File: src/rtl/ext_pwr_domain_ctrl.sv
// ext_pwr_domain_ctrl
//   Power-gating sequencer for one external (CGRA-side) power domain.
//   It sequences isolation, clock gate, domain reset and the switch-cell
//   enable for power-down, and the reverse order for power-up. It waits on
//   a synchronized switch-cell acknowledge and flags a sticky timeout when
//   the acknowledge is late.
//
// Ports
//   clk_i          system clock
//   rst_ni         asynchronous active-low reset
//   pwr_off_req_i  level request: 1 = domain off, 0 = domain on
//   switch_ack_i   asynchronous switch-cell acknowledge
//   clr_timeout_i  pulse that clears timeout_o
//   switch_en_o    1 = switch cells conducting
//   iso_en_o       1 = domain outputs clamped
//   clk_en_o       1 = domain clock enabled
//   domain_rst_no  active-low reset to the domain
//   powered_o      1 only when the domain is fully on
//   busy_o         1 while a sequence is in progress
//   timeout_o      sticky acknowledge-timeout flag
module ext_pwr_domain_ctrl #(
    parameter int unsigned ISO_CYCLES  = 2,
    parameter int unsigned RST_CYCLES  = 4,
    parameter int unsigned ACK_TIMEOUT = 255,
    parameter int unsigned SYNC_STAGES = 2,
    parameter int unsigned CNT_W       = 8
) (
    input  logic clk_i,
    input  logic rst_ni,
    input  logic pwr_off_req_i,
    input  logic switch_ack_i,
    input  logic clr_timeout_i,
    output logic switch_en_o,
    output logic iso_en_o,
    output logic clk_en_o,
    output logic domain_rst_no,
    output logic powered_o,
    output logic busy_o,
    output logic timeout_o
);

    localparam logic [3:0] ST_ON      = 4'd0;
    localparam logic [3:0] ST_ISO_ON  = 4'd1;
    localparam logic [3:0] ST_CLK_OFF = 4'd2;
    localparam logic [3:0] ST_RST_ON  = 4'd3;
    localparam logic [3:0] ST_SW_OFF  = 4'd4;
    localparam logic [3:0] ST_OFF     = 4'd5;
    localparam logic [3:0] ST_SW_ON   = 4'd6;
    localparam logic [3:0] ST_CLK_ON  = 4'd7;
    localparam logic [3:0] ST_RST_OFF = 4'd8;
    localparam logic [3:0] ST_ISO_OFF = 4'd9;

    localparam logic [CNT_W-1:0] CNT_MAX  = '1;
    localparam logic [CNT_W-1:0] CNT_ONE  = CNT_W'(1);
    localparam logic [CNT_W-1:0] ISO_LAST = CNT_W'(ISO_CYCLES - 1);
    localparam logic [CNT_W-1:0] RST_LAST = CNT_W'(RST_CYCLES - 1);
    localparam logic [CNT_W-1:0] TO_VAL   = CNT_W'(ACK_TIMEOUT);

    logic [3:0]             state_q;
    logic [3:0]             state_d;
    logic [CNT_W-1:0]       cnt_q;
    logic [SYNC_STAGES-1:0] sync_q;
    logic                   ack_s;
    logic                   in_wait;
    logic                   ack_late;
    logic                   sw_d;
    logic                   iso_d;
    logic                   clk_d;
    logic                   rst_d;
    logic                   pwr_d;
    logic                   busy_d;

    // Ack synchronizer; resets to 1 because the domain comes out of reset powered.
    always_ff @(posedge clk_i or negedge rst_ni) begin
        if (!rst_ni) begin
            sync_q <= '1;
        end else begin
            sync_q <= {sync_q[SYNC_STAGES-2:0], switch_ack_i};
        end
    end

    assign ack_s = sync_q[SYNC_STAGES-1];

    always_comb begin
        state_d = state_q;
        case (state_q)
            ST_ON:      if (pwr_off_req_i)      state_d = ST_ISO_ON;
            ST_ISO_ON:  if (cnt_q == ISO_LAST)  state_d = ST_CLK_OFF;
            ST_CLK_OFF:                         state_d = ST_RST_ON;
            ST_RST_ON:                          state_d = ST_SW_OFF;
            ST_SW_OFF:  if (!ack_s)             state_d = ST_OFF;
            ST_OFF:     if (!pwr_off_req_i)     state_d = ST_SW_ON;
            ST_SW_ON:   if (ack_s)              state_d = ST_CLK_ON;
            ST_CLK_ON:  if (cnt_q == RST_LAST)  state_d = ST_RST_OFF;
            ST_RST_OFF:                         state_d = ST_ISO_OFF;
            ST_ISO_OFF:                         state_d = ST_ON;
            default:                            state_d = ST_ON;
        endcase
    end

    // Outputs are decoded from the next state and registered alongside it,
    // so every control changes on the same edge as the state, glitch-free.
    always_comb begin
        sw_d   = 1'b1;
        iso_d  = 1'b1;
        clk_d  = 1'b0;
        rst_d  = 1'b0;
        pwr_d  = 1'b0;
        busy_d = 1'b1;
        case (state_d)
            ST_ON: begin
                iso_d  = 1'b0;
                clk_d  = 1'b1;
                rst_d  = 1'b1;
                pwr_d  = 1'b1;
                busy_d = 1'b0;
            end
            ST_ISO_ON: begin
                clk_d = 1'b1;
                rst_d = 1'b1;
            end
            ST_CLK_OFF: rst_d = 1'b1;
            ST_RST_ON:  ;
            ST_SW_OFF:  sw_d = 1'b0;
            ST_OFF: begin
                sw_d   = 1'b0;
                busy_d = 1'b0;
            end
            ST_SW_ON:   ;
            ST_CLK_ON:  clk_d = 1'b1;
            ST_RST_OFF: begin
                clk_d = 1'b1;
                rst_d = 1'b1;
            end
            ST_ISO_OFF: begin
                iso_d = 1'b0;
                clk_d = 1'b1;
                rst_d = 1'b1;
            end
            default: begin
                iso_d  = 1'b0;
                clk_d  = 1'b1;
                rst_d  = 1'b1;
                pwr_d  = 1'b1;
                busy_d = 1'b0;
            end
        endcase
    end

    assign in_wait = (state_q == ST_ISO_ON) || (state_q == ST_CLK_ON) ||
                     (state_q == ST_SW_OFF) || (state_q == ST_SW_ON);

    // Ack still at the old level while waiting on the switch cells.
    assign ack_late = ((state_q == ST_SW_OFF) &&  ack_s) ||
                      ((state_q == ST_SW_ON)  && !ack_s);

    always_ff @(posedge clk_i or negedge rst_ni) begin
        if (!rst_ni) begin
            state_q       <= ST_ON;
            cnt_q         <= '0;
            switch_en_o   <= 1'b1;
            iso_en_o      <= 1'b0;
            clk_en_o      <= 1'b1;
            domain_rst_no <= 1'b1;
            powered_o     <= 1'b1;
            busy_o        <= 1'b0;
            timeout_o     <= 1'b0;
        end else begin
            state_q       <= state_d;
            switch_en_o   <= sw_d;
            iso_en_o      <= iso_d;
            clk_en_o      <= clk_d;
            domain_rst_no <= rst_d;
            powered_o     <= pwr_d;
            busy_o        <= busy_d;

            if (state_d != state_q) begin
                cnt_q <= '0;
            end else if (in_wait && (cnt_q != CNT_MAX)) begin
                cnt_q <= cnt_q + CNT_ONE;
            end

            // Set has priority over clear.
            if (ack_late && (cnt_q == TO_VAL)) begin
                timeout_o <= 1'b1;
            end else if (clr_timeout_i) begin
                timeout_o <= 1'b0;
            end
        end
    end

endmodule
File: config.mk
export PLATFORM = sky130hd
export DESIGN_NAME = ext_pwr_domain_ctrl
export DESIGN_NICKNAME = d
export VERILOG_FILES = /design/src/rtl/ext_pwr_domain_ctrl.sv
export SDC_FILE = /design/constraint.sdc
export NUM_CORES = 1
export LEC_CHECK = 0
export ABC_AREA = 1
export BUFFER_PORTS_ARGS = -buffer_cell sky130_fd_sc_hd__buf_4
export CAP_MARGIN = 20
export CELL_PAD_IN_SITES_DETAIL_PLACEMENT = 2
export CELL_PAD_IN_SITES_GLOBAL_PLACEMENT = 2
export CORE_MARGIN = 2
export CORE_UTILIZATION = 28
export DETAILED_ROUTE_END_ITERATION = 10
export HOLD_SLACK_MARGIN = 0.15
export PLACE_DENSITY = 0.74
export SLEW_MARGIN = 20
export SYNTH_ARGS = -nofsm -noshare
export SYNTH_HDL_FRONTEND = slang
export SYNTH_SLANG_ARGS = --single-unit
File: constraint.sdc
create_clock -name clk_i -period 2.05 [get_ports clk_i]
set_input_delay 0.41 -clock clk_i [delete_from_list [all_inputs] [get_ports clk_i]]
set_output_delay 0.41 -clock clk_i [all_outputs]
set_load 0.03 [all_outputs]
==> results.py <==
metrics = {
    "sta": {
        "fin_setup_tns_ns": 0,
        "fin_skew_ns": 0.00139,
        "relSlewSlack": 0.783,
        "fin_crit_ns": 1.80,
        "worst_pin_slew_ns": 0.324,
        "finalHoldViolations": 0,
        "slew_viol_final": 0,
        "finalSetupViolCount": 0,
        "fmax_mhz": 556,
        "fin_ws_ns": 0.251,
        "rsz0062_at_grt": "false",
        "min_period_over_period": 0.878,
    },
    "synthesis": {
        "synth_xor_area_frac": 0.0293,
        "synth_fp_nets": 160,
        "yosysSeqAreaShare": 0.446,
        "synth.area.mux_share": 0,
        "synthSimpleGateAreaFrac": 0.353,
        "postSynthCellCount": 153,
        "ys_warn_count": 0,
        "synth.distinct_cells": 27,
        "syn_area_per_cell_sq_um": 7.82,
        "syn_area_sq_um": 1200,
        "synth_top_family_by_area": "simple AND/OR/NAND/NOR gates",
        "synth_seq_cells": 21,
        "synth_compound_area_frac": 0.0795,
        "synth_fa_ha_area_frac": 0.0209,
    },
    "floorplanning": {
        "start_util": 0.295,
        "die-area_sq_um": 4810,
        "die_w_microns": 69.4,
        "io_pins": 12,
        "core-area_sq_um": 4060,
        "chipHeight_microns": 69.4,
        "row_count": 23,
    },
    "power_and_ir_drop": {
        "power_leakage_nw": 0.672,
        "ir_worst_vdd_v": 0.000344,
        "p_per_area_nw_per_um2": 1470,
        "power_mw": 2.06,
    },
    "route": {
        "drc": 0,
        "via_per_inst": 4.67,
        "first_iter_violations": 31,
        "drtPass1Iterations": 4,
        "num_vias": 1023,
        "wl_mm": 3.23,
        "wl_per_cell_microns": 14.7,
        "ant_nets": 0,
    },
    "min_path": {
        "hp-class": "primary input to register",
    },
    "worst_setup_path": {
        "worstPathMaxFanout": 6,
        "start_kind": "register",
        "arrival_ns": 2.00,
        "worstPathRequired_ns": 2.25,
        "worstSetupPathType": "register to register",
        "endpoint_kind": "register",
    },
    "grt": {
        "grt_usage": 0.146,
        "grt-ovfl-total": 0,
        "use_met1": 0.180,
        "first_global_vias": 1126,
        "busiest_layer": "met2",
        "antenna_found_initial": 0,
        "met2_usage": 0.256,
        "grtUsageMet3": 0.0276,
        "grt_max_degree": 22,
        "grt_pass1_wl_mm": 5.49,
    },
    "placed_design": {
        "io_buffer_count": 11,
        "dp_slack_ns": 0.153,
        "gp_congestion": 0.749,
        "dp_hpwl_mm": 2.58,
    },
    "clock_network": {
        "cts_max_path_buffers": 2,
        "cts_tree": "built",
        "post-cts-setup-buffers": 0,
        "cts-htree-levels": 1,
        "clk_latency_ns": 0.26,
        "cts_sinks": 21,
        "cts_inserted_buffers": 3,
        "path_clk_slew_ns": 0.08,
        "clk_root_buffer_cell": "clkbuf_8",
    },
    "cells_and_area": {
        "utilization": 0.346,
        "area_growth_pct": 17.3,
        "antenna_cells": 0,
        "drive_gt1_frac": 0.249,
        "final_nets": 177,
    },
    "outcome": {
        "status": "finished, final reports clean",
    },
    "run": {
        "max_cap_violations": 0,
    },
}
report_power, final:
part           internal [mW]  total (mW)  leakage (nW)  switching, mW
combinational          0.352        1.17         0.387          0.819
clock                  0.136       0.277        0.0255          0.141
sequential             0.547       0.612         0.259         0.0648
total                   1.04        2.06         0.672           1.02
kinds of logic after synthesis:
| kind of cell | count (synthesis) |
|---|---|
| xor gates and xnor gates | 4 |
| buffers and inverters | 23 |
| adders and majority gates | 2 |
| and+or+nand+nor | 89 |
| AOI/OAI and AO/OA | 14 |
| DFF | 21 |
sequential cells by signal, indices dropped and copies added, names as in the netlist:
register / flops
clk_en_o: 1
cnt_q: 8
domain_rst_no: 1
state_q: 4
timeout_o: 1
powered_o: 1
sync_q: 2
iso_en_o: 1
busy_o: 1
switch_en_o: 1
placed cells by master (no fill, tap or decap), types with 2 or more instances in the layout:
| master | n |
|---|---|
| a21oi_1 | 4 |
| buf_4 | 11 |
| clkbuf_8 | 3 |
| dfrtp_1 | 15 |
| dfstp_2 | 6 |
| ha_1 | 2 |
| inv_1 | 18 |
| inv_2 | 5 |
| nand2_1 | 43 |
| nand2_2 | 3 |
| nand3_1 | 6 |
| nor2_1 | 24 |
| nor2_2 | 5 |
| o21ai_0 | 4 |
| xor2_1 | 3 |
timing repair:
action | in CTS | in global routing
hold buffers | 1 | 0
resized for setup | 0 | 1
endpoints found under the setup margin | 0 | 8
endpoints found under the hold margin | 15 | 0
per-layer routing:
metal  routed length (microns)  vias up
li1                          -      502
met1                      1470      511
met5                         0        -
met3                        60        4
met4                        36        0
met2                      1670        6
worst paths after layout:
check | from | to | slack [ns] | cells past startpoint
max in group asynchronous | rst_ni | clk_en_o | 1.21 | 2
min in group asynchronous | rst_ni | cnt_q[3] | 0.56 | 2
max reg2reg | cnt_q[0] | cnt_q[2] | 0.25 | 10
min | switch_ack_i | sync_q[0] | 0.25 | 1
max | cnt_q[0] | cnt_q[2] | 0.25 | 10
min reg2reg | sync_q[0] | sync_q[1] | 0.36 | 0
critical path, cell delays in order, from the launching register on:
cell and delay [ns]:
dfrtp_1 0.42, ha_1 0.22, nand2_1 0.07, nor2_1 0.19, nand2_1 0.15, nand2_2 0.18, inv_1 0.09, nand2_1 0.08
xor2_1 0.16, inv_1 0.05, nor2_1 0.10
area by class of cell:
type                    instances  area (sq um)
flip-flops and latches         21           533
repair buffers                 12          92.6
clock inverters                 1          5.00
clock buffers                   3          41.3
inverters                      23          86.3
well taps                      50          62.6
multi-input cells             109           582
fillers                       490          2660
cells in the mapped netlist:
cell type	n	area [sq um]
o21ai_1	1	5.00
o21ai_4	1	16.3
o21ai_2	1	8.76
nand3b_1	1	7.51
nor3_1	1	5.00
inv_1	18	67.6
ha_1	2	25.0
a21oi_1	4	20.0
nand3_4	1	17.5
a31o_2	1	8.76
o32ai_1	1	8.76
nand2_2	4	25.0
inv_2	5	18.8
dfstp_2	6	158
xor2_1	3	26.3
nor2_1	24	90.1
nor3_4	1	16.3
nand4_1	1	6.26
nand3_1	6	30.0
dfrtp_1	15	375
nand4_4	1	21.3
o21ai_0	4	20.0
nand2_1	43	161
nand3_2	1	10.0
nor2_2	5	31.3
a22oi_1	1	7.51
xnor2_1	1	8.76
metrics by stage:
| stage | hold WS [ns] | std cells | area [sq um] |
|---|---|---|---|
| detailed placement | 0.315 | 214 | 1340 |
| floorplan | 0.114 | 153 | 1200 |
| finish | 0.252 | 219 | 1400 |
| CTS | 0.248 | 219 | 1400 |
| global placement | 0.312 | 214 | 1340 |
| global route | 0.238 | 219 | 1400 |
No activity file was read; power rests on OpenSTA's default activity.
